`src/rtl/fft_frame_buf_ctrl.sv`:
```
// Frame-RAM sequencer: captures one FFT frame from a valid/ready stream, then streams it back out.
// Optional build macro FFT_BITREV_EN: write address is the bit-reverse of the beat index.
module fft_frame_buf_ctrl #(
  parameter int ADDR_W    = 11,
  parameter int DATA_W    = 32,
  parameter int FRAME_LEN = 2048
) (
  input  logic              i_clk,
  input  logic              i_rst,
  input  logic              i_start,
  input  logic              i_s_valid,
  output logic              o_s_ready,
  input  logic [DATA_W-1:0] i_s_data,
  input  logic              i_s_last,
  output logic              o_m_valid,
  input  logic              i_m_ready,
  output logic [DATA_W-1:0] o_m_data,
  output logic              o_m_last,
  output logic              o_busy,
  output logic              o_done,
  output logic              o_frame_err,
  output logic              o_ram_wr_en,
  output logic [ADDR_W-1:0] o_ram_wr_addr,
  output logic [DATA_W-1:0] o_ram_wr_data,
  output logic [ADDR_W-1:0] o_ram_rd_addr,
  input  logic [DATA_W-1:0] i_ram_rd_data
);
  typedef enum logic [1:0] {S_IDLE, S_CAPTURE, S_READOUT} state_t;
  localparam logic [ADDR_W-1:0] LAST_IDX = ADDR_W'(FRAME_LEN - 1);

  state_t                   r_state, w_next;
  logic [ADDR_W-1:0]        r_wr_cnt, r_rd_cnt;
  logic                     r_rd_all, r_inflight, r_inflight_last;
  logic                     r_done, r_frame_err;
  logic [1:0][DATA_W-1:0]   r_fifo_data;
  logic [1:0]               r_fifo_last;
  logic                     r_wp, r_rp;
  logic [1:0]               r_occ;
  logic                     w_start_ok, w_s_fire, w_wr_last, w_pop, w_fin, w_rd_issue;
  logic [1:0]               w_occ_after_pop;

  function automatic logic [ADDR_W-1:0] f_map(input logic [ADDR_W-1:0] k);
`ifdef FFT_BITREV_EN
    for (int i = 0; i < ADDR_W; i++) f_map[i] = k[ADDR_W-1-i];
`else
    f_map = k;
`endif
  endfunction

  assign o_s_ready       = (r_state == S_CAPTURE);
  assign o_busy          = (r_state != S_IDLE);
  assign w_s_fire        = i_s_valid & o_s_ready;
  assign w_wr_last       = (r_wr_cnt == LAST_IDX);
  assign w_start_ok      = i_start & ~r_done;
  assign o_m_valid       = (r_occ != 2'd0);
  assign o_m_data        = r_fifo_data[r_rp];
  assign o_m_last        = r_fifo_last[r_rp];
  assign w_pop           = o_m_valid & i_m_ready;
  assign w_fin           = w_pop & o_m_last;
  // Crediting the same-cycle pop keeps the read pipe full at one beat per clock.
  assign w_occ_after_pop = r_occ - {1'b0, w_pop};
  assign w_rd_issue      = (r_state == S_READOUT) && !r_rd_all &&
                           ((w_occ_after_pop + {1'b0, r_inflight}) < 2'd2);

  assign o_ram_wr_en   = w_s_fire;
  assign o_ram_wr_addr = w_s_fire ? f_map(r_wr_cnt) : '0;
  assign o_ram_wr_data = w_s_fire ? i_s_data : '0;
  assign o_ram_rd_addr = r_rd_cnt;
  assign o_done        = r_done;
  assign o_frame_err   = r_frame_err;

  always_ff @(posedge i_clk or posedge i_rst) begin
    if (i_rst) r_state <= S_IDLE;
    else       r_state <= w_next;
  end

  always_comb begin
    w_next = r_state;
    case (r_state)
      S_IDLE:    if (w_start_ok) w_next = S_CAPTURE;
      S_CAPTURE: if (w_s_fire && w_wr_last) w_next = S_READOUT;
      S_READOUT: if (w_fin) w_next = S_IDLE;
      default:   w_next = S_IDLE;
    endcase
  end

  always_ff @(posedge i_clk or posedge i_rst) begin
    if (i_rst) begin
      r_wr_cnt        <= '0;
      r_rd_cnt        <= '0;
      r_rd_all        <= 1'b0;
      r_inflight      <= 1'b0;
      r_inflight_last <= 1'b0;
      r_done          <= 1'b0;
      r_frame_err     <= 1'b0;
      r_fifo_data     <= '0;
      r_fifo_last     <= '0;
      r_wp            <= 1'b0;
      r_rp            <= 1'b0;
      r_occ           <= '0;
    end else begin
      r_done          <= w_fin;
      r_frame_err     <= w_s_fire & (i_s_last ^ w_wr_last);
      r_inflight      <= w_rd_issue;
      r_inflight_last <= w_rd_issue & (r_rd_cnt == LAST_IDX);
      if (r_state == S_IDLE && w_start_ok) begin
        r_wr_cnt <= '0;
        r_rd_cnt <= '0;
        r_rd_all <= 1'b0;
      end
      if (w_s_fire && !w_wr_last) r_wr_cnt <= r_wr_cnt + ADDR_W'(1);
      if (w_rd_issue) begin
        if (r_rd_cnt == LAST_IDX) r_rd_all <= 1'b1;
        else                      r_rd_cnt <= r_rd_cnt + ADDR_W'(1);
      end
      if (r_inflight) begin
        r_fifo_data[r_wp] <= i_ram_rd_data;
        r_fifo_last[r_wp] <= r_inflight_last;
        r_wp              <= ~r_wp;
      end
      if (w_pop) r_rp <= ~r_rp;
      r_occ <= r_occ + {1'b0, r_inflight} - {1'b0, w_pop};
    end
  end
endmodule

```
`config.mk`:
```
export PLATFORM = sky130hd
export DESIGN_NAME = fft_frame_buf_ctrl
export DESIGN_NICKNAME = d
export VERILOG_FILES = /design/src/rtl/fft_frame_buf_ctrl.sv
export SDC_FILE = /design/constraint.sdc
export NUM_CORES = 1
export LEC_CHECK = 0
export BUFFER_PORTS_ARGS = -buffer_cell sky130_fd_sc_hd__buf_2
export CORE_MARGIN = 1
export CORE_UTILIZATION = 54
export DETAILED_ROUTE_END_ITERATION = 8
export PLACE_DENSITY_LB_ADDON = 0.12
export RECOVER_POWER = 100
export SYNTH_ARGS = -nofsm -noshare
export SYNTH_HDL_FRONTEND = slang
export SYNTH_SLANG_ARGS = --single-unit
```
`constraint.sdc`:
```
create_clock -name i_clk -period 6.88 [get_ports i_clk]
set_input_delay 0.688 -clock i_clk [delete_from_list [all_inputs] [get_ports i_clk]]
set_output_delay 0.688 -clock i_clk [all_outputs]
set_load 0.01 [all_outputs]
```
* Word-level counts from Yosys, hierarchy flattened
Cells that the tools add are included. Widths: inputs -> output; s select.
Cells by class: $lt $le $gt $ge 4, bitwise operators 10, equal/unequal tests 7, reductions and logical operators 13, mux-type cells 24, add/subtract/negate cells 6
Operators with widths (count):
- $mux 32 | 4
- $mux 11 | 6
- $bwmux 64 | 1
- $demux 32 s1 | 1
- $add 11x1->11 const B | 2
- $eq 11x11->1 const B | 2
- $and 1x1->1 | 6
- $logic_and 1x1->1 | 6
- $mux 1 | 6
- $mux 2 | 3
- $pmux 2 s3 | 1
- $reduce_bool 2->1 | 3
- $add 2x1->2 | 2
- $lt 1x2->1 const B | 2
- $ne 2x2->1 const B | 2
- $sub 2x1->2 | 2
- $not 1->1 | 3
- $reduce_and 3->1 | 1
- $bwmux 2 | 1
- $eq 2x1->1 const B | 1
- $eq 2x2->1 const B | 1
- $logic_not 1->1 | 2
- $logic_not 2->1 | 1
- $lt 2x2->1 const B | 1
- other kinds (4) | 4
Storage, ports and cells: word-level logic and storage cells 78, bits in registers 99

* Longest topological paths before layout
Gate-level depths: netlist (run 1).
depth after elaboration 7, gate-level depth with buffers 12, gate-level depth less buffers 11

* Worst setup path before layout (run 1)
Ideal clock, no wire load.
path kind register to register, start point register r_occ[1], end point register r_rd_cnt[2] (netlist: o_ram_rd_addr[2]), data arrival time 2.470 ns, cell stages (with the launch flop) 13, data required time 6.754 ns, setup slack 4.284 ns, library setup time 0.126 ns, buffers on the path 1, cells stage by stage dfrtp_1 or2_2 nand2_1 inv_1 ha_1 inv_1 ha_1 xor3_1 or3_1 buf_6 clkinv_8 a21oi_4 a221o_1
On the way: cells in the longest elaborated chain, start to end 7
RTL lines:
- start: declaration | RTL line 38 | logic [1:0] r_occ;
- start signal: assignment | RTL line 122 | r_occ <= r_occ + {1'b0, r_inflight} - {1'b0, w_pop};
- $reduce_bool 2->1 | RTL line 55 | assign o_m_valid = (r_occ != 2'd0);
- net o_m_valid | RTL line 15 | output logic o_m_valid,
- $and 1x1->1 | RTL line 58 | assign w_pop = o_m_valid & i_m_ready;
- net w_pop | RTL line 39 | logic w_start_ok, w_s_fire, w_wr_last, w_pop, w_fin, w_rd_issue;
- $sub 2x1->2 | RTL line 61 | assign w_occ_after_pop = r_occ - {1'b0, w_pop};
- $add 2x1->2 | RTL line 63 | ((w_occ_after_pop + {1'b0, r_inflight}) < 2'd2);
- $lt 2x2->1 | RTL line 63
- $logic_and 1x1->1 | RTL line 62 | assign w_rd_issue = (r_state == S_READOUT) && !r_rd_all &&
- net w_rd_issue | RTL line 39
- $mux 11 | RTL line 112 | if (w_rd_issue) begin
- end signal: assignment | RTL line 114 | else r_rd_cnt <= r_rd_cnt + ADDR_W'(1);
- end: declaration | RTL line 32 | logic [ADDR_W-1:0] r_wr_cnt, r_rd_cnt;
The timed path passes the listed nets, and every way through them passes these cells. A chain may end at the register's enable or synchronous reset.

* Final worst setup path (run 1)
start point register r_rp, end point output o_m_data[8]
On the way: cells in the longest elaborated chain, start to end 2
RTL lines:
- start: declaration | RTL line 37 | logic r_wp, r_rp;
- start signal: assignment | RTL line 121 | if (w_pop) r_rp <= ~r_rp;
- $mux 32 (not written as such) (2 in a row) | RTL line 56 | assign o_m_data = r_fifo_data[r_rp];
- end: declaration | RTL line 17 | output logic [DATA_W-1:0] o_m_data,
Every way passes these cells. The select of a mux whose other input is x is not followed.

==> results.ini, run 1 <==
[worst_setup_path]
slowest_stage=clkbuf_1
worstRegToRegCells=2
endpoint_kind=output pin
startpoint_type=flip-flop
crit_type=flip-flop to output pin
cp.arrival_ns=2.71
critPathMaxFanout=32
path_cells=clkbuf_1 > mux2_2 > clkbuf_1
regToRegSetupSlack_ns=3.70
regToRegEndpoint=r_fifo_data[3]$_DFFE_PP0P_
crit_path_max_incr_delay_ns=1.35
cpMostUsedCell=clkbuf_1
path_buf_inv=2
cp.required_ns=6.19
cp_top_family=buffers and inverters
r2r-start=r_inflight$_DFF_PP0_

[layout]
multiInputGateArea_um2=2181
final_cell_mix=dfrtp_1 (99), mux2_2 (97), buf_2 (85)
nFillCells=742
final_cells=658
regArea_um2=2477
antenna_cells=0
syn2layout_area_growth_pct=19.94
layout-drive-gt1-share=0.3727
num-nets-final=620
layout_commonest_cell=dfrtp_1

[pwr]
powerDensity_nw_per_um2=333.1
vdd_ir_drop_max_v=0.0001624
leakage_nw=2.582

[sta]
slew_violations=149
fin_crit_ns=3.402
hold_viol_final=0
relSlewSlack=-0.9308
fin_tns_setup_ns=0
clock.fmax_mhz=293.9
tightest_slew_ns=2.890
worst_clock_skew_ns=0.01732
rsz0062_at_grt=no
setup_viol=0
min_period_over_period=0.4945

[route]
drtIter0Drc=99
vias=3540
drc=0
viasPerCell=5.380
ant_nets=0
first_pass_iters=4
drt-total-wl_um=9946
avgRoutedWirePerCell_um=15.12

[flow_run]
cap_violations=4

[global_route]
track_usage=0.2202
grt_pass1_vias=3405
grt_overflow=0
grt_start_max_net_pins=54
antenna_found_initial=0
grt_pass1_wl_um=15490

[yosys]
syn_area_per_cell_um2=12.37
synth_cell_type_count=41
yosysWarnings=0
synth_area_leader_cell=dfrtp_1
synth_top_area_frac=0.5162
synth_ff_type=dfrtp_1
synth-edff-count=0
synth_seq_cells=99
syn-cell-area_um2=4800
ys_async_sr_fraction=1.000
syn_nets=462
ys_top_cells_by_area=dfrtp_1 (52%), mux2_2 (23%), and2_1 (5.9%)
synthCells=388
ys_seq_area_frac=0.5162

[floorplanning]
die_w_um=96.28
core_um2=8678
rows=34
ios=163
die_area_um2=9269
floorplan.initialDensity=0.5531
die_h_um=96.28

[worst_hold_path]
min_path_type=flip-flop to flip-flop
min_from=r_wp$_DFFE_PP0P_
holdPathStages=1
min_to=r_wp$_DFFE_PP0P_

[placement]
dp.final_hpwl_um=7053
place_inst=643
gp_congestion=0.8149
port-buffer-count=162

[cts]
cts_tree=built
ctsLongestPathBuffers=2
cts.clk_slew.worst_paths_ns=0.09
cts_resized=0
h-tree-depth=3
ctsHoldBuffers=0
postCtsSetupBuffers=0
numClockSinks=99
cts-buffers-inserted=9
root_buffer=clkbuf_8
clock_latency_ns=0.36

[status]
violations=capacitance limit, slew limit
status=finished with violations

Yosys cell counts, drive strengths merged (4+ instances only):
cell type / n
nand4: 6
and2: 45
mux2i: 5
dfrtp: 99
o21ai: 8
nand3: 13
nor3: 6
and4: 5
inv: 8
nand2: 19
mux2: 100
buf: 5
clkbuf: 13
nor2: 9
ha: 4
a221o: 5
a21oi: 4
stage by stage:
stage | area (um^2) | utilization | hold WS [ns] | total power, mW | setup WS, ns
after floorplan | 4800 | - | 0.4425 | 1.333 | 3.602
after global placement | 5703 | 0.6572 | 0.4759 | 1.564 | 4.034
after detailed placement | 5703 | 0.6572 | 0.4731 | 1.598 | 3.979
after CTS | 5901 | 0.6799 | 0.4078 | 1.972 | 3.967
after global routing | 5757 | 0.6634 | 0.5274 | 2.057 | 3.276
final | 5757 | 0.6634 | 0.4984 | 1.918 | 3.478
registers in the layout, indices dropped and copies added (netlist names):
signal and flops:
o_frame_err 1, r_state 2, r_rd_all 1, r_rp 1, r_fifo_last 2, r_fifo_data 64, r_wp 1, r_inflight_last 1
r_occ 2, r_wr_cnt 11, o_ram_rd_addr 11, o_done 1, r_inflight 1
cells by family after synthesis:
kind of cell    count (synthesis)  share of synthesized area
mux                           105                     0.2450
flops                          99                     0.5162
compound gates                 27                    0.04302
buf+inv                        27                    0.02529
simple gates                  119                     0.1442
xor+xnor                        7                    0.01590
fa+ha+maj                       4                    0.01043
worst max-delay path by stage:
stage          cells past startpoint                    endpoint                    from
6_report                           3                 o_m_data[8]        r_rp$_DFFE_PP0P_
5_1_grt                            3                 o_m_data[8]        r_rp$_DFFE_PP0P_
4_1_cts                            4            o_ram_wr_addr[5]  r_state[1]$_DFFE_PP0P_
3_5_place_dp                      11  o_ram_rd_addr[5]$_DFF_PP0_               i_m_ready
3_3_place_gp                      11  o_ram_rd_addr[2]$_DFF_PP0_               i_m_ready
2_1_floorplan                      1            o_done$_DFF_PP0_                   i_rst
routing by layer:
| metal | global-route usage | up-vias | wire length [um] |
|---|---|---|---|
| met2 | 0.3930 | 75 | 5141 |
| met5 | 0 | - | 0 |
| li1 | - | 1686 | - |
| met4 | 0.07711 | 0 | 142 |
| met1 | 0.2614 | 1768 | 4203 |
| met3 | 0.04581 | 11 | 459 |
power by group:
| part | switching, mW | internal [mW] |
|---|---|---|
| registers | 0.0989 | 0.752 |
| clock network | 0.199 | 0.178 |
| logic | 0.334 | 0.356 |
layout make-up:
cell class / instances / share of cell area
Tap cell: 108 / 0.02347
Multi-Input combinational cell: 262 / 0.3788
Timing Repair Buffer: 165 / 0.1267
Sequential cell: 99 / 0.4303
Clock inverter: 5 / 0.01043
Clock buffer: 10 / 0.02391
Inverter: 9 / 0.006303
Note: power is estimated with default switching activity, not from simulation.
==> run 2: changes to the inputs <==
Settings changed: CORE_UTILIZATION 54 to 46.
Clock period 6.88 ns to 2.75 ns, I/O delays scaled along.
==> run 2 against run 1 <==
Against the previous run: the flow still finishes with violations (capacitance limit, slew limit); setup slack worse by 3.3 ns; clock skew down 0.0092 ns; count of clock-buffer cells in the layout up 2; wire length up 11%; critical path type is now flip-flop to flip-flop; critical endpoint is now o_ram_rd_addr[7]$_DFF_PP0_; largest cell class unchanged; largest power group unchanged; highest routed layer unchanged.
==> results.ini, run 2 (synthesized netlist as in run 1, its figures left out) <==
[status]
violations=capacitance limit, slew limit
status=finished with violations

[route]
drc=0  ; unchanged
first_pass_iters=4  ; unchanged
viasPerCell=5.246  ; -2.5%
ant_nets=0  ; unchanged
drt-total-wl_um=11050  ; +11%
drtIter0Drc=81  ; -18%
vias=3620  ; +2.3%
avgRoutedWirePerCell_um=16.02  ; +6.0%

[floorplanning]
rows=36  ; +5.9%
ios=163  ; unchanged
die_w_um=104.1  ; +8.2%
die_area_um2=10850  ; +17%
die_h_um=104.1  ; +8.2%
core_um2=9955  ; +15%
floorplan.initialDensity=0.4822  ; -0.07090

[global_route]
antenna_found_initial=0  ; unchanged
grt_pass1_wl_um=17850  ; +15%
track_usage=0.2096  ; -0.01064
grt_pass1_vias=3656  ; +7.4%
grt_overflow=0  ; unchanged
grt_start_max_net_pins=50  ; -7.4%

[layout]
syn2layout_area_growth_pct=22.11
final_cell_mix=mux2_2 (99), dfrtp_1 (99), buf_2 (93)
largest_register=r_fifo_data
antenna_cells=0  ; unchanged
largest_reg_flops=64  ; unchanged
layout-drive-gt1-share=0.4004  ; +0.02763
num-nets-final=626  ; +0.97%

[worst_setup_path]
startpoint_type=flip-flop
critPathMaxFanout=8  ; -75%
cp.required_ns=3.04  ; -3.15 ns
crit_type=flip-flop to flip-flop
path_cells=or2_2 > nand2_1 > inv_1 > ha_1 > inv_1 > ha_1 > xor3_1 > or3_4 > clkbuf_2 > nor2_4 > mux2i_1
crit_path_max_incr_delay_ns=0.40  ; -0.95 ns
path_buf_inv=3  ; +1
cp_top_family=simple AND/OR/NAND/NOR gates
slowest_stage=dfrtp_1
endpoint_kind=flip-flop
cp.arrival_ns=2.87  ; +0.16 ns

[pwr]
powerDensity_nw_per_um2=818.9  ; +150%
vdd_ir_drop_max_v=0.0003264  ; +100%
leakage_nw=2.640  ; +2.2%

[placement]
port-buffer-count=162  ; unchanged
gp_congestion=0.8849  ; +8.6%
dp_slack_ns=0.01660  ; -3.963 ns
dp.final_hpwl_um=8121  ; +15%

[cts]
clock_latency_ns=0.35  ; about the same
numClockSinks=99  ; unchanged
cts_tree=built
root_buffer=clkbuf_8
h-tree-depth=3  ; unchanged
postCtsSetupBuffers=0  ; unchanged
cts.clk_slew.worst_paths_ns=0.09  ; about the same
ctsLongestPathBuffers=2  ; unchanged
cts-buffers-inserted=9  ; unchanged

[sta]
clock.fmax_mhz=386.7
relSlewSlack=-0.06489  ; +0.8659
setup_viol=0  ; unchanged
min_period_over_period=0.9403
fin_crit_ns=2.586
slew_violations=39  ; -74%
tightest_slew_ns=1.589  ; -1.302 ns
fin_tns_setup_ns=0  ; unchanged
worst_clock_skew_ns=0.008080  ; -0.009236 ns
rsz0062_at_grt=no
hold_viol_final=0  ; unchanged
setup_slack_ns=0.1643  ; -3.314 ns

[worst_hold_path]
min_path_type=input port to flip-flop

[flow_run]
cap_violations=1  ; -3

==> run 2: timing repair <==
item	CTS	global route
setup endpoints to repair	1	8
pin swaps	0	2
hold buffers	0	0
hold endpoints to repair	0	0
gates resized for setup	1	0
==> run 2: cell type report <==
class	instances	area, um^2
clock buffers	12	145.1
clock inverters	4	50.05
fillers	907	4094
inverters	9	47.55
multi-input cells	262	2205
flip-flops and latches	99	2477
well taps	133	166.4
repair buffers	171	769.5
==> run 2: through the flow <==
step	std cells	util	power [mW]	hold slack [ns]	cell area [um^2]
after CTS	690	0.6046	4.958	0.07110	6018
after global routing	690	0.5887	5.123	0.1009	5861
after floorplan	388	-	3.335	0.3834	4803
after global placement	674	0.5845	3.954	0.4586	5818
final	690	0.5887	4.800	0.1180	5861
after detailed placement	674	0.5845	4.027	0.4668	5818
==> run 2: path summary, 6_finish.rpt <==
check / from / endpoint / slack, ns / cells after the start
min in group asynchronous: i_rst / r_fifo_data[63]$_DFFE_PP0P_ / 0.28 / 2
hold reg to reg: r_wr_cnt[9]$_DFFE_PP0P_ / r_wr_cnt[9]$_DFFE_PP0P_ / 0.50 / 1
setup / recovery: r_occ[1]$_DFF_PP0_ / o_ram_rd_addr[7]$_DFF_PP0_ / 0.16 / 11
max in group asynchronous: i_rst / r_wp$_DFFE_PP0P_ / 0.65 / 3
hold / removal: i_s_last / o_frame_err$_DFF_PP0_ / 0.12 / 2
setup reg to reg: r_occ[1]$_DFF_PP0_ / o_ram_rd_addr[7]$_DFF_PP0_ / 0.16 / 11
==> run 2: power by group <==
part           internal (mW)  switching (mW)  leakage [nW]  total [mW]
Sequential              1.88           0.246          1.21        2.13
Combinational          0.895           0.851          1.33        1.75
Clock                  0.445           0.482        0.0926       0.927
Total                   3.22            1.58          2.64        4.80
==> run 2: worst register-to-register path, delay by kind of cell (launching register included) <==
| family | cells | cell delay, ns |
|---|---|---|
| muxes | 1 | 0.20 |
| and+or+nand+nor | 4 | 1.01 |
| xor gates and xnor gates | 1 | 0.23 |
| buffers and inverters | 3 | 0.26 |
| DFF | 1 | 0.40 |
| adders and majority gates | 2 | 0.40 |
==> run 2: per-layer routing <==
metal	track usage	up-vias	part of all wire
li1	-	1695	-
met1	0.2333	1779	0.40
met2	0.3862	128	0.52
met3	0.03446	18	0.046
met4	0.1020	0	0.029
met5	0	-	0
==> run 3: changes to the inputs <==
Settings changed: CAP_MARGIN from default to 5, SETUP_SLACK_MARGIN from default to 0.3.
==> run 3 against run 2 <==
Against the previous run: the run now ends clean; combinational power increased by 3%; final area is 2.8% higher; flip-flop and latch count stayed put; global-route usage shrank 0.94 points; utilization rose by 1.7 points; register-to-register slack better by 0.10 ns; critical path depth stayed put; maximum frequency is 4.1% higher; final cell count is 1.4% higher; sequential power about the same.
==> results.ini, run 3 (synthesized netlist as in run 1, its figures left out) <==
[layout]
antenna_cells=0  ; unchanged
syn2layout_area_growth_pct=25.55
largest_reg_flops=64  ; unchanged
layout-drive-gt1-share=0.4198  ; +0.01939
utilization=0.6053  ; +0.01659
num-nets-final=636  ; +1.6%
largest_register=r_fifo_data
final_cell_mix=mux2_2 (99), dfrtp_1 (99), buf_2 (94)
nFillCells=876  ; -3.4%

[sta]
clock.fmax_mhz=402.6  ; +4.1%
fin_tns_setup_ns=0  ; unchanged
setup_viol=0  ; unchanged
min_period_over_period=0.9032  ; -0.03705
worst_clock_skew_ns=0.009634  ; +0.001554 ns
fin_crit_ns=2.484  ; -0.1019 ns
tightest_slew_ns=1.153  ; -0.4360 ns
relSlewSlack=0.2274  ; +0.2923
hold_viol_final=0  ; unchanged
slew_violations=0  ; -100%
rsz0062_at_grt=yes

[status]
status=finished, final reports clean

[pwr]
vdd_ir_drop_max_v=0.0003188  ; -2.3%
leakage_nw=2.709  ; +2.6%
internal_power_mw=3.452  ; +7.2%
powerDensity_nw_per_um2=840.6  ; +2.6%
p_comb_frac=0.357  ; -0.007
clkPwrFrac=0.217  ; +0.024
seq_power_share=0.425  ; -0.018
switching_share=0.3184  ; -0.01058
power_switching_mw=1.613  ; +2.1%

[cts]
numClockSinks=99  ; unchanged
cts_tree=built
cts.clk_slew.worst_paths_ns=0.09  ; about the same
root_buffer=clkbuf_8
cts-buffers-inserted=9  ; unchanged
h-tree-depth=3  ; unchanged
ctsLongestPathBuffers=2  ; unchanged
clock_latency_ns=0.36  ; about the same

[route]
drt-total-wl_um=10450  ; -5.4%
avgRoutedWirePerCell_um=14.93  ; -6.8%
drtIter0Drc=148  ; +83%
viasPerCell=5.094  ; -2.9%
drc=0  ; unchanged
vias=3566  ; -1.5%
first_pass_iters=4  ; unchanged
ant_nets=0  ; unchanged

[floorplanning]
die_area_um2=10850  ; unchanged
rows=36  ; unchanged
die_w_um=104.1  ; unchanged
die_h_um=104.1  ; unchanged
floorplan.initialDensity=0.4822  ; unchanged
core_um2=9955  ; unchanged
ios=163  ; unchanged

[worst_hold_path]
min_path_type=input port to flip-flop
min_from=i_s_last

[worst_setup_path]
critPathLaunch=r_occ[0]$_DFF_PP0_
crit_type=flip-flop to flip-flop
r2r-start=r_occ[0]$_DFF_PP0_
critPathMaxFanout=8  ; unchanged
startpoint_type=flip-flop
endpoint_kind=flip-flop
cp.required_ns=3.00  ; -0.04 ns
cp.arrival_ns=2.74  ; -0.13 ns

[placement]
port-buffer-count=162  ; unchanged
dp.final_hpwl_um=7401  ; -8.9%
gp_congestion=0.8084  ; -8.6%

[global_route]
grt_overflow=0  ; unchanged
grt_pass1_wl_um=17520  ; -1.9%
grt_start_max_net_pins=41  ; -18%
grt_pass1_vias=3654  ; -0.055%
track_usage=0.2002  ; -0.009387
antenna_found_initial=0  ; unchanged

[flow_run]
cap_violations=0  ; -1

==> run 3: critical path: stages, from the launching register on <==
cell,delay (ns)
dfrtp_1,0.38
or2_0,0.28
nand2_4,0.11
inv_4,0.04
ha_4,0.24
inv_1,0.04
ha_1,0.17
xor3_1,0.20
or3_4,0.39
clkinv_8,0.06
a21oi_2,0.10
a221o_1,0.36
==> run 3: power groups by stage <==
stage | sequential, mW | combinational, mW | clock, mW
2_1_floorplan | 2.08 | 1.26 | 0
4_1_cts | 2.16 | 1.90 | 1.14
6_report | 2.15 | 1.81 | 1.10
3_3_place_gp | 2.16 | 1.80 | 0
5_1_grt | 2.22 | 1.97 | 1.20
3_5_place_dp | 2.19 | 1.84 | 0
==> run 3: timing repair <==
item                                    4_1_cts  5_1_grt
hold buffers                                  1        0
endpoints found under the setup margin       26       27
cloned                                        0        1
pin swaps                                     2        2
buffers inserted                              5        4
hold endpoints to repair                     25        0
resized for setup                             6        5
==> run 3: cell type report <==
type / count / area [um^2] / share of cell area
Clock buffer: 10 / 127.6 / 0.02118
Clock inverter: 6 / 111.4 / 0.01848
Inverter: 9 / 51.30 / 0.008513
Multi-Input combinational cell: 262 / 2226 / 0.3694
Sequential cell: 99 / 2477 / 0.4111
Tap cell: 133 / 166.4 / 0.02762
Timing Repair Buffer: 180 / 860.8 / 0.1429
Timing Repair inverter: 1 / 5.005 / 0.0008306
==> run 3: worst paths after layout <==
check / end / cells past startpoint / slack (ns)
worst min-delay path: o_frame_err$_DFF_PP0_ / 2 / 0.12
worst max-delay path: o_ram_rd_addr[9]$_DFF_PP0_ / 11 / 0.27
max in group asynchronous: r_fifo_data[26]$_DFFE_PP0P_ / 4 / 0.59
worst min register to register: r_fifo_data[43]$_DFFE_PP0P_ / 1 / 0.51
min in group asynchronous: r_fifo_data[32]$_DFFE_PP0P_ / 3 / 0.67
worst max register to register: o_ram_rd_addr[9]$_DFF_PP0_ / 11 / 0.27
==> run 3: stage by stage <==
stage	area, um^2	total power, mW	worst slack, ns	cells	hold WS [ns]
detailed placement	5816	4.026	0.1871	673	0.3718
global placement	5816	3.957	0.2297	673	0.3628
global route	6026	5.393	0.1451	700	0.1090
CTS	6132	5.198	0.3229	695	0.09056
floorplan	4808	3.343	0.3070	388	0.3834
finish	6026	5.065	0.2662	700	0.1161
==> run 3: layer usage <==
layer,track usage,share of wire,up-vias
met2,0.3390,0.50,104
met4,0.06122,0.0071,0
li1,-,-,1720
met3,0.04261,0.051,7
met1,0.2569,0.45,1735
met5,0,0,-
